### src/rtl/muldiv_sequencer.sv
// muldiv_sequencer
//   Iterative unsigned multiply / divide unit with its own sequencing FSM.
//   It keeps the wide a*b and a/b paths out of the ALU's single-cycle
//   critical path. One iteration is done per clock, so an operation takes
//   WIDTH cycles after acceptance. A divide by zero skips the iterations.
//
// Ports
//   clock       in   system clock, rising-edge
//   reset_      in   asynchronous active-low reset
//   start       in   request strobe, sampled only in IDLE
//   op          in   0 = MUL (low WIDTH bits of a*b), 1 = DIV (unsigned a/b)
//   a, b        in   operands (multiplicand/dividend, multiplier/divisor)
//   busy        out  high while iterating (MUL or DIV state)
//   stall       out  combinational PC freeze: (IDLE & start) | busy
//   done        out  one-cycle completion pulse (DONE state)
//   result      out  product or quotient, held until the next completion
//   remainder   out  DIV remainder (0 after MUL)
//   div_by_zero out  set with done for DIV with b == 0
module muldiv_sequencer #(
  parameter int WIDTH = 32,
  parameter int CNT_W = 6
) (
  input  logic             clock,
  input  logic             reset_,
  input  logic             start,
  input  logic             op,
  input  logic [WIDTH-1:0] a,
  input  logic [WIDTH-1:0] b,
  output logic             busy,
  output logic             stall,
  output logic             done,
  output logic [WIDTH-1:0] result,
  output logic [WIDTH-1:0] remainder,
  output logic             div_by_zero
);

  localparam logic [1:0] IDLE = 2'd0;
  localparam logic [1:0] MUL  = 2'd1;
  localparam logic [1:0] DIV  = 2'd2;
  localparam logic [1:0] DONE = 2'd3;

  localparam logic [CNT_W-1:0] LAST = CNT_W'(WIDTH - 1);

  logic [1:0]       state;
  logic [CNT_W-1:0] counter;
  // acc is the product accumulator for MUL and the partial remainder for DIV.
  // After each restoring step the remainder is below the divisor, so only the
  // shifted value needs the extra bit; it lives in r_sh, not in the register.
  logic [WIDTH-1:0] acc;
  // opa: multiplicand (shifts left) or dividend/quotient (shifts left).
  // opb: multiplier (shifts right) or divisor (constant).
  logic [WIDTH-1:0] opa;
  logic [WIDTH-1:0] opb;

  logic [WIDTH-1:0] mul_acc_n;
  logic [WIDTH:0]   r_sh;
  logic             r_ge;
  logic [WIDTH-1:0] r_n;
  logic [WIDTH-1:0] q_n;

  always_comb begin
    mul_acc_n = acc + (opb[0] ? opa : '0);
    r_sh      = {acc, opa[WIDTH-1]};
    r_ge      = (r_sh >= {1'b0, opb});
    q_n       = {opa[WIDTH-2:0], r_ge};
    r_n       = r_ge ? WIDTH'(r_sh - {1'b0, opb}) : r_sh[WIDTH-1:0];
  end

  assign busy  = (state == MUL) || (state == DIV);
  assign done  = (state == DONE);
  assign stall = ((state == IDLE) && start) || busy;

  always_ff @(posedge clock or negedge reset_) begin
    if (!reset_) begin
      state       <= IDLE;
      counter     <= '0;
      acc         <= '0;
      opa         <= '0;
      opb         <= '0;
      result      <= '0;
      remainder   <= '0;
      div_by_zero <= 1'b0;
    end else begin
      case (state)
        IDLE: begin
          if (start) begin
            counter     <= '0;
            acc         <= '0;
            opa         <= a;
            opb         <= b;
            div_by_zero <= 1'b0;
            if (!op) begin
              state <= MUL;
            end else if (b != '0) begin
              state <= DIV;
            end else begin
              // Divide by zero completes immediately with RISC-V style values.
              result      <= '1;
              remainder   <= a;
              div_by_zero <= 1'b1;
              state       <= DONE;
            end
          end
        end
        MUL: begin
          acc     <= mul_acc_n;
          opa     <= opa << 1;
          opb     <= opb >> 1;
          counter <= counter + CNT_W'(1);
          if (counter == LAST) begin
            result    <= mul_acc_n;
            remainder <= '0;
            state     <= DONE;
          end
        end
        DIV: begin
          acc     <= r_n;
          opa     <= q_n;
          counter <= counter + CNT_W'(1);
          if (counter == LAST) begin
            result    <= q_n;
            remainder <= r_n;
            state     <= DONE;
          end
        end
        DONE: state <= IDLE;
        default: state <= IDLE;
      endcase
    end
  end

endmodule

### config.mk
export PLATFORM = sky130hd
export DESIGN_NAME = muldiv_sequencer
export DESIGN_NICKNAME = d
export VERILOG_FILES = /design/src/rtl/muldiv_sequencer.sv
export SDC_FILE = /design/constraint.sdc
export NUM_CORES = 1
export LEC_CHECK = 0
export BUFFER_PORTS_ARGS = -buffer_cell sky130_fd_sc_hd__buf_2
export CAP_MARGIN = 20
export CORE_MARGIN = 4
export CORE_UTILIZATION = 50
export CTS_CLUSTER_SIZE = 10
export DETAILED_ROUTE_END_ITERATION = 8
export PLACE_DENSITY = 0.7
export SLEW_MARGIN = 10
export SYNTH_ARGS = -nofsm -noshare
export SYNTH_HDL_FRONTEND = slang
export SYNTH_SLANG_ARGS = --single-unit
### constraint.sdc
create_clock -name clock -period 4.5 [get_ports clock]
set_input_delay 0.225 -clock clock [delete_from_list [all_inputs] [get_ports clock]]
set_output_delay 0.225 -clock clock [all_outputs]
set_load 0.01 [all_outputs]
# Yosys cells after proc, flatten, opt, wreduce, memory -nomap -nowiden
# Index checks and enable logic that the tools add are counted.
# op_classes
add_sub_neg	3
magnitude_cmp	1
n_eq_ne	10
muxes	29
n_reduce_logical	15
# ops
cell	count
2-to-1 mux 32 bit	15
case mux 32 bit (3 select lines)	4
case mux 32 bit (2 select lines)	1
greater-or-equal comparator 33 x 32 -> 1 bit	1
adder 32 bit	1
nonzero test 32 bit	1
subtractor 32 bit	1
case mux 6 bit (2 select lines)	1
AND reduction 2 bit	5
adder 6 x 1 -> 6 bit (second input constant)	1
equality test 6 x 5 -> 1 bit (second input constant)	1
2-to-1 mux 2 bit	3
2-to-1 mux 6 bit	1
inequality test 2 x 1 -> 1 bit (second input constant)	3
inequality test 2 bit (second input constant)	3
case mux 2 bit (3 select lines)	1
AND reduction 6 bit	1
equality test 2 bit (second input constant)	2
nonzero test 2 bit	2
2-to-1 mux 1 bit	3
nonzero test 3 bit	1
equality test 2 x 1 -> 1 bit (second input constant)	1
logical NOT 2 bit	1
logical OR 1 bit	2
other kinds (2)	2
# totals
register_bits	169
input_bits	68
out_inout_bits	68
wordCells	66

# Logic depth before layout (Yosys ltp)
# Gate-level depths: netlist (run 1).
# logic_depth
depth_word	5
depth_mapped	14
ltp_nobuf	13

# Worst setup path before layout (run 1)
# OpenSTA, ideal clock, no wires.
# synth_timing
path_type	reg2reg
from	register opb[0]
to	register acc[29]
setup_time_ps	126
t_arrival_ps	2874
required_ps	4374
slack_ps	1500
path_stages_with_launch	14
n_path_buf	1
period_less_slack_ps	3000
path_cell_list	dfrtp_1 -> clkbuf_1 -> and2_1 -> ha_1 -> a21oi_1 -> a2111o_1 -> a21oi_1 -> o21ai_1 -> a21oi_2 -> nand4bb_1 -> a31oi_1 -> o21a_1 -> xnor2_1 -> a221o_1
# synth_between
elab_chain_len	3
elab_cells_between_ends	6
cone_classes	add/sub: 2; order compare: 1; mux: 3
# synth_rtl
element	line_no	rtl
start, declared	53	logic [WIDTH-1:0] opb;
start signal, assigned	108	opb <= opb >> 1;
subtractor 32 bit, or another cell as far along	66	r_n = r_ge ? WIDTH'(r_sh - {1'b0, opb}) : r_sh[WIDTH-1:0];
2-to-1 mux 32 bit or adder 32 bit (tied branches)	66, 62	
case mux 32 bit (3 select lines) (*)	84	case (state)
end signal, assigned	106	acc <= mul_acc_n;
end signal, assigned	117	acc <= r_n;
end, declared	49	logic [WIDTH-1:0] acc;
# Every way passes the cells marked *; elsewhere a longest branch is shown, timed or not.
# A chain may end at the register's enable or synchronous reset.

# Worst setup path in the final report (run 1)
# layout_timing
from	register opb[0]
to	register acc[26]
# Same word-level chain as after synthesis.

==> results of run 1 <==
==> layout make-up <==
cell class / count / area [um2]
multi-input combinational: 1076 / 7110
clock buffer: 18 / 439
sequential: 169 / 4230
tap: 319 / 399
timing repair buffer: 152 / 825
fill: 2202 / 10000
clock inverter: 14 / 184
inverter: 53 / 199
==> stage by stage <==
stage | std cells | power (mW)
after floorplan | 1381 | 8.72
after global placement | 1768 | 11.0
after detailed placement | 1768 | 11.1
after CTS | 1801 | 12.7
after global routing | 1801 | 13.7
final | 1801 | 12.8
==> sequential cells by signal (all words and copies together), names as in the netlist <==
name / cells
counter: 6
state: 2
remainder: 32
acc: 32
opa: 32
opb: 32
result: 32
div_by_zero: 1
==> kinds of logic (layout without fill, tap and decap cells) <==
kind of cell	after synthesis	after routing	synth area share, %
AOI/OAI and AO/OA	419	419	24.0
xor gates and xnor gates	57	57	4.22
adders and majority gates	71	71	7.63
buffers and inverters	136	237	4.67
DFF	169	169	35.7
muxes	52	52	4.79
and+or+nand+nor	477	477	18.9
==> synth_stat cells, drive strengths merged (18+ instances only) <==
library cell | instances | area, um2
ha | 69 | 863
nand3 | 28 | 140
clkbuf | 65 | 244
nor2 | 100 | 385
buf | 18 | 110
a21oi | 85 | 448
nand2b | 40 | 250
and2 | 43 | 269
a31oi | 44 | 275
inv | 53 | 199
a21o | 23 | 173
a41oi | 26 | 228
o21ai | 118 | 598
a221o | 35 | 350
o221ai | 23 | 208
dfrtp | 169 | 4230
mux2i | 36 | 360
xor2 | 21 | 184
nand2 | 198 | 756
xnor2 | 36 | 315
==> timing repair <==
action	in CTS	in global routing
hold buffers	1	0
hold endpoints to repair	96	0
setup endpoints to repair	0	0
buffers inserted	0	0
==> report_power, final <==
part	internal, mW	leakage [nW]	switching, mW
Sequential	2.22	2.10	0.641
Clock	0.904	0.298	0.700
Combinational	3.16	3.71	5.18
Total	6.29	6.11	6.52
==> worst max path at each step <==
stage | startpoint | endpoint | slack, ns | cells after the start
after floorplan | opb[0] | acc[29] | 1.50 | 13
after detailed placement | opb[0] | acc[26] | 1.01 | 11
after global placement | opb[0] | acc[26] | 1.04 | 11
after CTS | opb[0] | acc[26] | 0.99 | 11
after global routing | opb[0] | acc[28] | 0.58 | 13
final | opb[0] | acc[26] | 0.95 | 11
==> layer usage <==
metal / part of all wire, % / GRT usage, % / vias up
met5: 0 / 0 / -
met4: 1.7 / 6.15 / 0
met3: 8.8 / 4.82 / 40
met2: 43 / 41.2 / 484
met1: 47 / 42.0 / 5255
li1: - / - / 5187
==> worst max-delay path, cell delays in order (launching register included) <==
cell and delay (ns):
dfrtp_1 0.47, and2_1 0.20, ha_1 0.20, fa_1 0.40
a21oi_1 0.26, o221ai_1 0.21, a2111oi_0 0.51, a21oi_1 0.23
a21oi_2 0.27, xnor2_1 0.16, a32o_1 0.24, a221o_1 0.27
==> impl_metrics.yaml, run 1 <==
outcome:
  status: "completed"
critical_path:
  critPathArrivalTime_ns: 3.87
  required_ns: 4.81
  rr_worst_depth: 11
  cp_max_fo: 9
  critical_path_class: "reg -> reg"
  r2r_slack_ns: 0.95
  cp-end-kind: "flop"
  r2r-start: "opb[0]"
  r2r-end: "acc[26]"
  cp-start-kind: "flop"
routing:
  wl_per_cell_um: 20.1
  ant_nets: 0
  drc_errors: 0
  drt-total-wl_um: 36300
  drt_first_pass_iters: 5
  drt_iter0_drc: 1202
  vias: 11000
  viasPerCell: 6.09
logic_synthesis:
  ys_async_sr_fraction_pct: 100
  syn-num-nets: 1520
  syn_area_um2: 11800
  syn_area_per_cell_um2: 8.57
  yosysWarningCount: 0
  synth_top_flop_cell: "dfrtp_1"
  synth_edf_count: 0
  synth_cells: 1381
  yosysSeqAreaShare_pct: 35.7
  synth_seq_cells: 169
  yosysUniqueCellTypes: 77
clock_network:
  insertion_delay_ns: 0.44
  numCtsBuffers: 17
  clock-sinks: 169
  cts_tree: "yes"
  max-clock-path-buffers: 2
  cts_resized: 0
  cts-root-buf: "clkbuf_16"
  cts_max_level: 4
  path_clk_slew_ns: 0.07
floorplan:
  die_area_um2: 26200
  core_um2: 23400
  initial_core_util_pct: 50.6
  die_y_um: 162
  io_pins: 136
  die_w_um: 162
  fp-row-count: 56
sta:
  setup_tns_ns: 0
  tightest_slew_ns: 1.01
  finalWorstSetupSlack_ns: 0.948
  whs_ns: 0.0579
  min_period_ns: 3.55
  maxSlewViolCount: 0
  period_share_pct: 78.9
  hold_viol: 0
  finalSetupViolations: 0
  finalClockSkew_ns: 0.00890
  fmax_ghz: 0.282
  rsz0062_at_grt: "false"
  slew_headroom_pct: 32.3
layout:
  drive_gt1_share_pct: 15.9
  fin_area_um2: 13400
  syn_to_final_growth_pct: 13.1
  finish.net_count: 1608
  layout_common_cells: "nand2_1, dfrtp_1, buf_2, o21ai_0, nor2_1"
  final_util_pct: 57.2
  final_common_cell: "nand2_1"
  antenna_cells: 0
run:
  cap_viol_max_count: 0
placement:
  port_buffers: 135
  place_area_um2: 12800
  dp_slack_ns: 1.01
  dp_hpwl_um: 26600
  place_congestion: 0.960
min_path:
  min_to: "opb[31]"
  whs_path_depth: 3
  hp-start: "b[31]"
  hold_path_class: "in -> reg"
grt:
  grt_pass1_vias: 10300
  grt_use_total_pct: 27.6
  grt_max_degree: 99
  antenna_found_initial: 0
  grt_pass1_wl_um: 58000
  grt_overflow: 0
power:
  p_leak_nw: 6.11
  power_density_nw_per_um2: 957
  ir_drop_uv: 503
Note: power is estimated with default switching activity, not from simulation.
==> run 2: changes to the inputs <==
==> constraint.sdc (replaced) <==
create_clock -name clock -period 3.63 [get_ports clock]
set_input_delay 0.1815 -clock clock [delete_from_list [all_inputs] [get_ports clock]]
set_output_delay 0.1815 -clock clock [all_outputs]
set_load 0.01 [all_outputs]
==> run 2 against run 1 <==
- die area did not move
- non-clock buffer count rose by 18
- highest routed layer unchanged
- cell count rose by 0.94%
- critical endpoint is now result[27]
==> impl_metrics.yaml, run 2 (synthesis gave the netlist of run 1 again) <==
critical_path:
  r2r-start: "opb[0]"
  cp-end-kind: "flop"
  crit_start: "opb[0]"
  cp_max_fo: 18
  required_ns: 3.98
  critPathArrivalTime_ns: 3.73
  critical_path_class: "reg -> reg"
  cp-start-kind: "flop"
power:
  seq_power_share_pct: 22.3
  combPwrFrac_pct: 66.2
  internal-power_mw: 7.79
  power_density_nw_per_um2: 1170
  power_frac_clock_pct: 11.4
  total_power_mw: 15.8
  p_sw_mw: 8.03
  p_leak_nw: 6.17
  ir_drop_uv: 647
  p_sw_share_pct: 50.8
floorplan:
  io_pins: 136
  initial_core_util_pct: 50.6
  fp-row-count: 56
  die_area_um2: 26200
  die_y_um: 162
  core_um2: 23400
  die_w_um: 162
clock_network:
  cts-root-buf: "clkbuf_16"
  cts_max_level: 4
  path_clk_slew_ns: 0.08
  numCtsBuffers: 17
  max-clock-path-buffers: 2
  insertion_delay_ns: 0.44
  clock-sinks: 169
  cts_tree: "yes"
grt:
  grt_use_total_pct: 27.4
  grt_pass1_vias: 10500
  grt_pass1_wl_um: 57600
  grt_max_degree: 73
  antenna_found_initial: 0
  grt_overflow: 0
sta:
  hold_viol: 0
  min_period_ns: 3.37
  tightest_slew_ns: 0.992
  finalSetupViolations: 0
  slew_headroom_pct: 33.8
  rsz0062_at_grt: "false"
  fmax_ghz: 0.296
  finalClockSkew_ns: 0.0140
  setup_tns_ns: 0
  maxSlewViolCount: 0
  period_share_pct: 93.0
layout:
  final.fill_count: 2199
  layout_common_cells: "nand2_1, dfrtp_1, buf_2, o21ai_0, nor2_1"
  finish.net_count: 1626
  final_common_cell: "nand2_1"
  syn_to_final_growth_pct: 14.0
  drive_gt1_share_pct: 16.9
  antenna_cells: 0
routing:
  wl_per_cell_um: 19.9
  ant_nets: 0
  vias: 11000
  drc_errors: 0
  drt-total-wl_um: 36200
  drt_iter0_drc: 1055
  drt_first_pass_iters: 5
  viasPerCell: 6.06
min_path:
  hold_path_class: "in -> reg"
  hp-start: "b[31]"
placement:
  dp_hpwl_um: 27100
  port_buffers: 135
  place_congestion: 0.969
run:
  cap_viol_max_count: 0
outcome:
  status: "completed"
==> run 2: power groups by stage <==
| stage | Sequential, mW | Combinational (mW) | Clock [mW] |
|---|---|---|---|
| after global placement | 3.51 | 10.2 | 0 |
| after floorplan | 3.42 | 7.38 | 0 |
| after CTS | 3.51 | 10.4 | 1.82 |
| after detailed placement | 3.53 | 10.3 | 0 |
| final | 3.53 | 10.5 | 1.81 |
| after global routing | 3.63 | 11.5 | 1.90 |
==> run 2: worst max-delay path, stage by stage (launching register included) <==
cell and delay (ns):
dfrtp_1 0.40, buf_4 0.20, and2_1 0.17, ha_1 0.34, a21oi_1 0.11, a2111o_1 0.47, a21oi_1 0.21, o21ai_1 0.15
a21oi_2 0.23, o221ai_2 0.15, o21ai_2 0.19, xor2_1 0.30, nand2_1 0.11, a41oi_1 0.26
==> run 2: path summary, 6_finish.rpt <==
| path | endpoint | slack, ns | depth (start not counted) |
|---|---|---|---|
| worst max-delay path | result[27] | 0.26 | 13 |
| worst min-delay path | opb[31] | 0.008 | 3 |
| worst max register to register | result[27] | 0.26 | 13 |
| worst min register to register | remainder[19] | 0.49 | 2 |
| max in group asynchronous | opa[30] | 2.44 | 3 |
| min in group asynchronous | result[8] | 0.32 | 2 |
==> run 2: timing repair <==
action                     in CTS  in global routing
hold buffers                    1                  0
resized for setup               0                  2
setup endpoints to repair       0                  7
buffers inserted                0                  0
hold endpoints to repair       70                  0
==> run 2: per-stage QoR <==
stage / util, % / std cells / setup slack [ns] / hold slack, ns / instance area (um2)
finish: 57.7 / 1818 / 0.255 / 0.00766 / 13500
floorplan: - / 1381 / 0.630 / -0.114 / 11800
global route: 57.7 / 1818 / 0.0452 / 0.0384 / 13500
CTS: 57.6 / 1818 / 0.186 / 0.00576 / 13500
global placement: 55.2 / 1786 / 0.226 / 0.239 / 12900
detailed placement: 55.2 / 1786 / 0.196 / 0.236 / 12900
==> run 2: final cells by class <==
class	instances	area, um2	share of cell area, %
multi-input combinational	1076	7120	52.7
sequential	169	4230	31.3
timing repair buffer	170	985	7.30
clock buffer	17	425	3.15
tap	319	399	2.96
inverter	53	199	1.47
clock inverter	14	141	1.05
==> run 2: layer usage <==
metal / global-route usage, % / routed length (um) / vias up / share of wire (%)
li1: - / - / 5217 / -
met5: 0 / 0 / - / 0
met4: 6.57 / 582 / 0 / 1.6
met1: 41.4 / 16900 / 5298 / 47
met2: 40.8 / 15700 / 455 / 43
met3: 5.40 / 3010 / 45 / 8.3
==> run 3: changes to the inputs <==
--- a/config.mk
+++ b/config.mk
@@ -6,12 +6,11 @@
 export NUM_CORES = 1
 export LEC_CHECK = 0
 export BUFFER_PORTS_ARGS = -buffer_cell sky130_fd_sc_hd__buf_2
-export CAP_MARGIN = 20
 export CORE_MARGIN = 4
 export CORE_UTILIZATION = 50
 export CTS_CLUSTER_SIZE = 10
 export DETAILED_ROUTE_END_ITERATION = 8
-export PLACE_DENSITY = 0.7
+export PLACE_DENSITY_LB_ADDON = 0.08
 export SLEW_MARGIN = 10
 export SYNTH_ARGS = -nofsm -noshare
 export SYNTH_HDL_FRONTEND = slang
==> constraint.sdc (replaced) <==
create_clock -name clock -period 3.63 [get_ports clock]
set_input_delay 0.1815 -clock clock [delete_from_list [all_inputs] [get_ports clock]]
set_output_delay 0.1815 -clock clock [all_outputs]
set_load 0.05 [all_outputs]
==> run 3 against run 2 <==
- wire length up 3.5%
- die area unchanged
- cell count up 0.22%
- sequential share of layout area down 0.064 points
- clock-buffer cell count up 1
- clock skew down 0.0025 ns
- first-iteration DRC count up 8.0%
- cell area up 0.20%
- critical path depth unchanged
- critical path type unchanged
==> impl_metrics.yaml, run 3 (synthesis gave the netlist of run 1 again) <==
outcome:
  status: "completed"
routing:
  ant_nets: 0
  drt_first_pass_iters: 5
  viasPerCell: 6.11
  drt_iter0_drc: 1139
  vias: 11100
  drt-total-wl_um: 37500
  wl_per_cell_um: 20.6
  drc_errors: 0
sta:
  rsz0062_at_grt: "false"
  min_period_ns: 3.40
  setup_tns_ns: 0
  whs_ns: 0.00778
  tightest_slew_ns: 1.00
  maxSlewViolCount: 0
  finalWorstSetupSlack_ns: 0.228
  finalSetupViolations: 0
  slew_headroom_pct: 33.4
  fmax_ghz: 0.294
  hold_viol: 0
  period_share_pct: 93.7
  finalClockSkew_ns: 0.0115
critical_path:
  cpPeakStageDelay_ns: 0.44
  r2r_slack_ns: 0.23
  critical_path.top_delay_family: "compound AO/OA/AOI/OAI gates"
  cp-end-kind: "flop"
  critical_path_class: "reg -> reg"
  critPathArrivalTime_ns: 3.73
  cp_max_fo: 6
  cp-start-kind: "flop"
  path_buf_inv: 0
  crit_path_frequent_cell: "a21oi_1"
  crit_chain: "and2_1 -> ha_1 -> fa_1 -> a21oi_1 -> o221ai_1 -> a2111oi_2 -> a21oi_1 -> a21oi_2 -> o21ai_0 -> xor2_1 -> and2_1 -> a21oi_1 -> o21ai_0"
  slowest_stage: "dfrtp_1"
  required_ns: 3.95
layout:
  finish.net_count: 1629
  antenna_cells: 0
  layout_common_cells: "nand2_1, dfrtp_1, buf_2, o21ai_0, nor2_1"
  final_common_cell: "nand2_1"
  syn_to_final_growth_pct: 14.2
  fin_area_um2: 13500
  drive_gt1_share_pct: 17.1
placement:
  dp_hpwl_um: 28000
  place_area_um2: 12900
  dp_slack_ns: 0.110
  place_congestion: 0.950
  port_buffers: 135
floorplan:
  core_um2: 23400
  initial_core_util_pct: 50.6
  io_pins: 136
  die_y_um: 162
  die_w_um: 162
  fp-row-count: 56
  die_area_um2: 26200
clock_network:
  cts_setup_buffers: 0
  numCtsBuffers: 17
  cts_tree: "yes"
  max-clock-path-buffers: 2
  path_clk_slew_ns: 0.08
  clock-sinks: 169
  cts-root-buf: "clkbuf_16"
  insertion_delay_ns: 0.45
  cts_max_level: 4
grt:
  grt_pass1_wl_um: 59500
  antenna_found_initial: 0
  grt_pass1_vias: 10600
  grt_max_degree: 91
  grt_overflow: 0
  grt_use_total_pct: 28.6
min_path:
  hold_path_class: "in -> reg"
run:
  cap_viol_max_count: 0
## run 3: path summary, 6_finish.rpt
kind,from,to,cells past startpoint
max in group asynchronous,reset_,remainder[27],3
min in group asynchronous,reset_,result[7],2
hold / removal,a[22],remainder[22],3
setup reg to reg,opb[0],acc[28],13
setup / recovery,opb[0],acc[28],13
hold reg to reg,remainder[25],remainder[25],2
## run 3: what timing repair did
action                                  in CTS  in global routing
gates resized for setup                      0                  4
endpoints found under the setup margin       0                 11
endpoints found under the hold margin       88                  0
hold buffers                                 2                  0
## run 3: area by class of cell
cell class / instances / area (um2)
Clock buffer: 18 / 429
Inverter: 53 / 199
Multi-Input combinational cell: 1076 / 7130
Sequential cell: 169 / 4230
Timing Repair Buffer: 173 / 997
Fill cell: 2207 / 9880
Tap cell: 319 / 399
Clock inverter: 14 / 138
## run 3: metrics by stage
stage	utilization, %	cells
final	57.8	1822
after global routing	57.8	1822
after CTS	57.7	1822
after detailed placement	55.2	1788
after global placement	55.2	1788
after floorplan	-	1381
## run 3: worst min-delay path, delay by kind of cell
family	cells	cell delay, ns
buffers and inverters	1	0.09
and+or+nand+nor	1	0.07
AOI/OAI and AO/OA	1	0.07
## run 3: metal layers
metal  track usage (%)  part of all wire (%)
met4              6.34                   1.8
met3              5.48                   7.4
met1              43.7                    48
met2              42.4                    43
met5                 0                     0
Power of run 3 is not shown: default switching activity piles up to over one toggle a cycle in this logic, so the estimate is an artifact.
